`config.mk`:
```
export PLATFORM = sky130hd
export DESIGN_NAME = register_file_flat
export DESIGN_NICKNAME = d
export VERILOG_FILES = /design/src/rtl/register_file_if.sv /design/src/rtl/register_file.sv /design/src/flat_wrapper.sv
export SDC_FILE = /design/constraint.sdc
export NUM_CORES = 2
export LEC_CHECK = 0
export BUFFER_PORTS_ARGS = -buffer_cell sky130_fd_sc_hd__buf_2
export CAP_MARGIN = 20
export CORE_MARGIN = 3
export CORE_UTILIZATION = 25
export DETAILED_ROUTE_END_ITERATION = 8
export GPL_TIMING_DRIVEN = 0
export HOLD_SLACK_MARGIN = 0.15
export SLEW_MARGIN = 20
export SYNTH_ARGS = -nofsm -noshare
export SYNTH_HDL_FRONTEND = slang
export SYNTH_SLANG_ARGS = --single-unit
export TNS_END_PERCENT = 100
```
`constraint.sdc`:
```
create_clock -name clk -period 5.8 [get_ports clk]
set_input_delay 0.58 -clock clk [delete_from_list [all_inputs] [get_ports clk]]
set_output_delay 0.58 -clock clk [all_outputs]
set_load 0.005 [all_outputs]
```
`src/rtl/register_file_if.sv`:
```
// Register-file access bus: one write port and two combinational read ports.
//   master: drives RegWrite/WriteRegister/WriteData and both read indices,
//           receives ReadData1/ReadData2.
//   slave : the register file side of the same signals.
interface register_file_if #(
  parameter int unsigned N_BITS = 32
);
  logic              RegWrite;
  logic [4:0]        WriteRegister;
  logic [N_BITS-1:0] WriteData;
  logic [4:0]        ReadRegister1;
  logic [4:0]        ReadRegister2;
  logic [N_BITS-1:0] ReadData1;
  logic [N_BITS-1:0] ReadData2;

  modport master (
    output RegWrite,
    output WriteRegister,
    output WriteData,
    output ReadRegister1,
    output ReadRegister2,
    input  ReadData1,
    input  ReadData2
  );

  modport slave (
    input  RegWrite,
    input  WriteRegister,
    input  WriteData,
    input  ReadRegister1,
    input  ReadRegister2,
    output ReadData1,
    output ReadData2
  );
endinterface

```
`src/rtl/register_file.sv`:
```
// 32 x N_BITS MIPS-style register file.
//   clk   : single clock, all state changes on its rising edge.
//   reset : synchronous, active-low; loads 0 everywhere except $gp (28) and $sp (29).
//   bus   : register_file_if slave port, one write port plus two combinational
//           read ports with write-to-read bypass.
// Register 0 is hardwired to zero.
module register_file #(
  parameter int unsigned       N_BITS  = 32,
  parameter logic [N_BITS-1:0] SP_INIT = 32'h7FFF_EFFC,
  parameter logic [N_BITS-1:0] GP_INIT = 32'h1000_8000
) (
  input logic             clk,
  input logic             reset,
  register_file_if.slave  bus
);

  logic [N_BITS-1:0] regs_q [32];
  logic              write_en;

  // A write is only real outside reset and to a non-zero index; the bypass
  // uses the same qualifier so a discarded write is never forwarded.
  assign write_en = reset && bus.RegWrite && (bus.WriteRegister != 5'd0);

  always_ff @(posedge clk) begin
    if (!reset) begin
      for (int i = 0; i < 32; i++) begin
        regs_q[i] <= '0;
      end
      regs_q[28] <= GP_INIT;
      regs_q[29] <= SP_INIT;
    end else if (write_en) begin
      regs_q[bus.WriteRegister] <= bus.WriteData;
    end
  end

  always_comb begin
    bus.ReadData1 = '0;
    if (bus.ReadRegister1 != 5'd0) begin
      if (write_en && (bus.WriteRegister == bus.ReadRegister1)) begin
        bus.ReadData1 = bus.WriteData;
      end else begin
        bus.ReadData1 = regs_q[bus.ReadRegister1];
      end
    end
  end

  always_comb begin
    bus.ReadData2 = '0;
    if (bus.ReadRegister2 != 5'd0) begin
      if (write_en && (bus.WriteRegister == bus.ReadRegister2)) begin
        bus.ReadData2 = bus.WriteData;
      end else begin
        bus.ReadData2 = regs_q[bus.ReadRegister2];
      end
    end
  end

endmodule

```
`src/flat_wrapper.sv`:
```
// flat-port wrapper written by rule: the top's interface ports become plain ports
module register_file_flat 
#(
  parameter int unsigned       N_BITS  = 32,
  parameter logic [N_BITS-1:0] SP_INIT = 32'h7FFF_EFFC,
  parameter logic [N_BITS-1:0] GP_INIT = 32'h1000_8000
)
  (clk, reset, bus_RegWrite, bus_WriteRegister, bus_WriteData, bus_ReadRegister1, bus_ReadRegister2, bus_ReadData1, bus_ReadData2);
  register_file_if #(.N_BITS(N_BITS)) bus_i ();
  input logic clk;
  input logic reset;
  input wire logic [$bits(bus_i.RegWrite)-1:0] bus_RegWrite;
  input wire logic [$bits(bus_i.WriteRegister)-1:0] bus_WriteRegister;
  input wire logic [$bits(bus_i.WriteData)-1:0] bus_WriteData;
  input wire logic [$bits(bus_i.ReadRegister1)-1:0] bus_ReadRegister1;
  input wire logic [$bits(bus_i.ReadRegister2)-1:0] bus_ReadRegister2;
  output wire logic [$bits(bus_i.ReadData1)-1:0] bus_ReadData1;
  output wire logic [$bits(bus_i.ReadData2)-1:0] bus_ReadData2;
  assign bus_i.RegWrite = bus_RegWrite;
  assign bus_i.WriteRegister = bus_WriteRegister;
  assign bus_i.WriteData = bus_WriteData;
  assign bus_i.ReadRegister1 = bus_ReadRegister1;
  assign bus_i.ReadRegister2 = bus_ReadRegister2;
  assign bus_ReadData1 = bus_i.ReadData1;
  assign bus_ReadData2 = bus_i.ReadData2;
  register_file #(.N_BITS(N_BITS), .SP_INIT(SP_INIT), .GP_INIT(GP_INIT)) u_core (.clk(clk), .reset(reset), .bus(bus_i));
endmodule
```
Yosys cells after proc, flatten, opt, wreduce, memory -nomap -nowiden
Memories as Yosys holds them, arrays and structs flattened.
Cells that the tools add are included.
{ "word_totals": {"n_memories": 1, "mem_bits_rw": 1024, "out_inout_bits": 64, "regBits": 0} }
{ "classes": {"n_reduce_logical": 8, "mux": 13, "bitwise": 2, "eq_ne": 2} }
{ "mem_list": {"columns": ["memory", "words", "word_bits", "rd", "rd_clocked_by_memory_dff", "wr", "line", "rtl"], "rows": [
  ["u_core.regs_q", 32, 32, 2, 0, 32, "register_file.sv:17", "logic [N_BITS-1:0] regs_q [32];"]
]} }
{ "ops": {"columns": ["operator", "n"], "rows": [
  ["32-bit 2-to-1 mux", 7],
  ["32-bit OR reduction", 1],
  ["5-bit nonzero test", 3],
  ["5-bit == test", 2],
  ["1-bit 2-to-1 mux", 5],
  ["5-bit 2-to-1 mux", 1],
  ["1-bit logical AND", 4],
  ["1-bit bitwise OR", 2]
]} }

Depth between registers and ports, before layout
{ "logic_depth": {"depth_word": 7, "ltp_mapped": 11, "mapped_depth_nobuf": 6} }

Worst setup path before layout
OpenSTA, ideal clock, no wires.
{ "synth_path": {"kind": "input-to-reg", "from": "input port bus_WriteRegister[2]", "to": "memory u_core.regs_q[16][0] (enable)", "t_required_ns": 5.334, "n_path_buf": 4, "arrival_time_ns": 3.835, "setup_ns": 0.466, "cell_stages": 7, "path_slack_ns": 1.499, "cell_sequence": "buf_2 > or3_4 > buf_2 > nand3b_1 > buf_2 > clkbuf_1 > o21ai_0"} }
{ "synth_rtl": {"columns": ["item", "line", "rtl"], "rows": [
  ["start, declared", "flat_wrapper.sv:13", "input wire logic [$bits(bus_i.WriteRegister)-1:0] bus_WriteRegister;"],
  ["end, declared", "register_file.sv:17", null]
]} }

Final worst setup path
{ "layout_path": {"from": "input port bus_ReadRegister1[1]", "to": "output port bus_ReadData1[15]"} }
{ "layout_via": {"elab_chain_cells": 4, "word_cells_on_any_way": 6} }
{ "layout_lines": {"columns": ["item", "line", "rtl"], "rows": [
  ["start, declared", "flat_wrapper.sv:15", "input wire logic [$bits(bus_i.ReadRegister1)-1:0] bus_ReadRegister1;"],
  ["branches (longest 3 deep; another with memory read 32 x 32 bit)", null, null],
  ["32-bit 2-to-1 mux *", "register_file.sv:38", "if (bus.ReadRegister1 != 5'd0) begin"],
  ["end, declared", "flat_wrapper.sv:17", "output wire logic [$bits(bus_i.ReadData1)-1:0] bus_ReadData1;"]
]} }
Mark *: on every way between the ends.

==> impl_metrics.env <==
export IMPL_slew_headroom_pct=10.17
export IMPL_critPathRequiredTime_ps=5220
export IMPL_fin_nets=4535
export IMPL_hold_depth=2
export IMPL_final_cells=7576
export IMPL_final_hold_violation_count=0
export IMPL_status="complete, but fails checks"
export IMPL_cts_root_buf="clkbuf_16"
export IMPL_numPortBuffers=103
export IMPL_totalWireLength_mm=295.7
export IMPL_overflow=0
export IMPL_post_route_min_period_ps=5954
export IMPL_hold_slack_ps=218.6
export IMPL_synth_area_leaders="edfxtp_1 55%, and2_1 10%, mux4_2 10%"
export IMPL_synth_most_common_cell="edfxtp_1"
export IMPL_cp_start_kind="input port"
export IMPL_drt_iter0_drc=7399
export IMPL_syn2layout_area_growth_pct=17.98
export IMPL_core_region_area_mm2=0.2232
export IMPL_regMostFlops="u_core.regs_q"
export IMPL_clock_path_buffers=3
export IMPL_hp_class="input port to flip-flop"
export IMPL_crit_family="buffers and inverters"
export IMPL_cts_repair_resized=0
export IMPL_synth_commonest_cells="1024 x edfxtp_1, 935 x and2_1, 510 x mux2i_1, 291 x clkbuf_1, 254 x mux4_2"
export IMPL_setup_tns_ps=-198.6
export IMPL_cpPeakStageDelay_ps=840
export IMPL_yosys_register_bits=1024
export IMPL_ir_drop_uv=247.0
export IMPL_holdBufCountCts=0
export IMPL_pre_cts_ws_ps=326.8
export IMPL_ios=114
export IMPL_largest_reg_flops=1024
export IMPL_fin_crit_sh_pct=102.7
export IMPL_grt_setup_unrepaired="false"
export IMPL_grt_use_total_pct=24.80
export IMPL_yosysTopAreaCell="edfxtp_1"
export IMPL_utilization_pct=29.77
export IMPL_dpl_cell_area_mm2=0.06276
export IMPL_synth_edff_count=1024
export IMPL_ant_nets=0
export IMPL_finalWorstSetupSlack_ps=-154.1
export IMPL_chipHeight_um=480.6
export IMPL_path_class="input port to output port"
export IMPL_violations="negative setup slack"
export IMPL_top_regs="u_core.regs_q x1024"
export IMPL_htreeDepth=3
export IMPL_antenna_found_initial=36
export IMPL_synth_cell_type_count=59
export IMPL_initial_core_util_pct=25.23
export IMPL_ys_seq_area_share_pct=54.61
export IMPL_via_per_inst=5.698
export IMPL_clkTransAtPathRegs_ps=60
export IMPL_power_total_mw=19.16
export IMPL_fillCellCount=22357
export IMPL_critPathMaxFanout=10
export IMPL_rows=173
export IMPL_yosysWarnings=0
export IMPL_cpMaxStageDelayCell="nor3_1"
export IMPL_die_x_um=480.6
export IMPL_clock_fmax_mhz=168.0
export IMPL_path_cells="buf_2 -> buf_4 -> buf_2 -> nand3_1 -> clkbuf_2 -> o22ai_1 -> nor4_1 -> nor3_1 -> nor3_1 -> buf_2"
export IMPL_p_per_area_mw_per_mm2=288.5
export IMPL_path_buf_inv=5
export IMPL_placed_cells=7346
export IMPL_cts_tree="built"
export IMPL_die_area_mm2=0.2310
export IMPL_synth_flop_cell="edfxtp_1"
export IMPL_avgSynthCellArea_um2=13.49
export IMPL_syn_area_mm2=0.05631
export IMPL_hpwl_mm=220.9
export IMPL_grt_pass1_vias=40304
export IMPL_p_leak_nw=23.40
export IMPL_cap_violations=0
export IMPL_cp_data_arrival_time_ps=5370
export IMPL_first_pass_iters=6
export IMPL_path_depth=10
export IMPL_post_cts_buffers=0
export IMPL_maxSlewViolCount=0
export IMPL_worst_pin_slew_ps=1347
export IMPL_yosys_area_top_type_share_pct=54.61
export IMPL_cts_sinks=1024
export IMPL_drive_gt1_share_pct=19.76
export IMPL_grt_max_degree=33
export IMPL_vias=43165
export IMPL_cts_made_buffers=110
export IMPL_synthCells=4173
export IMPL_drc=0
export IMPL_async_flop_share_pct=0
export IMPL_postLayoutCellArea_mm2=0.06644
export IMPL_cp_common_cell="buf_2"
export IMPL_gp_congestion=1.079
export IMPL_grt_pass1_wl_mm=382.5
export IMPL_critPathCaptureType="output port"
export IMPL_route_detailed_wl_per_inst_um=39.03
export IMPL_setup_viol=2
==> kinds of logic (layout without fill, tap and decap cells) <==
family | count (synthesis) | count (layout) | synth area share (%)
flops | 1024 | 1024 | 54.61
mux | 818 | 818 | 20.30
xor+xnor | 10 | 10 | 0.1555
simple gates | 1359 | 1359 | 14.17
buf+inv | 454 | 830 | 3.982
compound gates | 507 | 507 | 6.777
other cells | 1 | 53 | 0.006660
==> area by class of cell <==
| cell class | count | area (um^2) | area share, % |
|---|---|---|---|
| Clock inverter | 75 | 734.5 | 1.106 |
| Tap cell | 2975 | 3722 | 5.603 |
| Inverter | 5 | 21.27 | 0.03202 |
| Sequential cell | 1024 | 30750 | 46.29 |
| Clock buffer | 132 | 2856 | 4.300 |
| Timing Repair Buffer | 169 | 2215 | 3.334 |
| Multi-Input combinational cell | 2726 | 23810 | 35.84 |
| Antenna cell | 21 | 52.55 | 0.07910 |
| Buffer | 449 | 2273 | 3.422 |
==> routing by layer <==
metal / track usage, % / share of wire [%] / vias to the layer above
met2: 36.45 / 43 / 3792
met4: 19.20 / 9.1 / 24
met5: 0 / 0.052 / -
met3: 9.892 / 14 / 912
li1: - / - / 16559
met1: 28.82 / 34 / 21878
==> cells in the final DEF (no fill, tap or decap), drive strengths merged, types with 7 or more instances in the layout <==
cell type  count
mux4         254
o21ai         66
and2         935
a211oi        27
diode         21
mux2          54
conb          32
o221ai        32
clkinv        53
nor2         118
inv            8
a221oi        40
a22oi         41
o21ba         15
bufinv        12
a2111oi       43
nor4          23
nand3         30
clkinvlp       7
a211o         24
a22o          28
clkbuf       423
mux2i        510
edfxtp      1024
nor3          99
nor3b         12
a221o         12
or3           31
buf          325
nand2         49
a21oi         21
o22ai        134
nor2b         35
o21bai        17
==> power by group <==
| part | internal (mW) | total [mW] | switching (mW) |
|---|---|---|---|
| Clock | 4.05 | 7.26 | 3.21 |
| Combinational | 1.01 | 3.14 | 2.13 |
| Sequential | 8.55 | 8.77 | 0.220 |
==> path summary, 6_finish.rpt <==
| kind | startpoint | endpoint | slack (ps) |
|---|---|---|---|
| worst max-delay path | bus_ReadRegister1[1] | bus_ReadData1[15] | -150 |
| worst min-delay path | bus_WriteData[29] | u_core.regs_q[29][29]$_SDFFCE_PN1P_ | 220 |
Power figures use the tool's default switching activity.
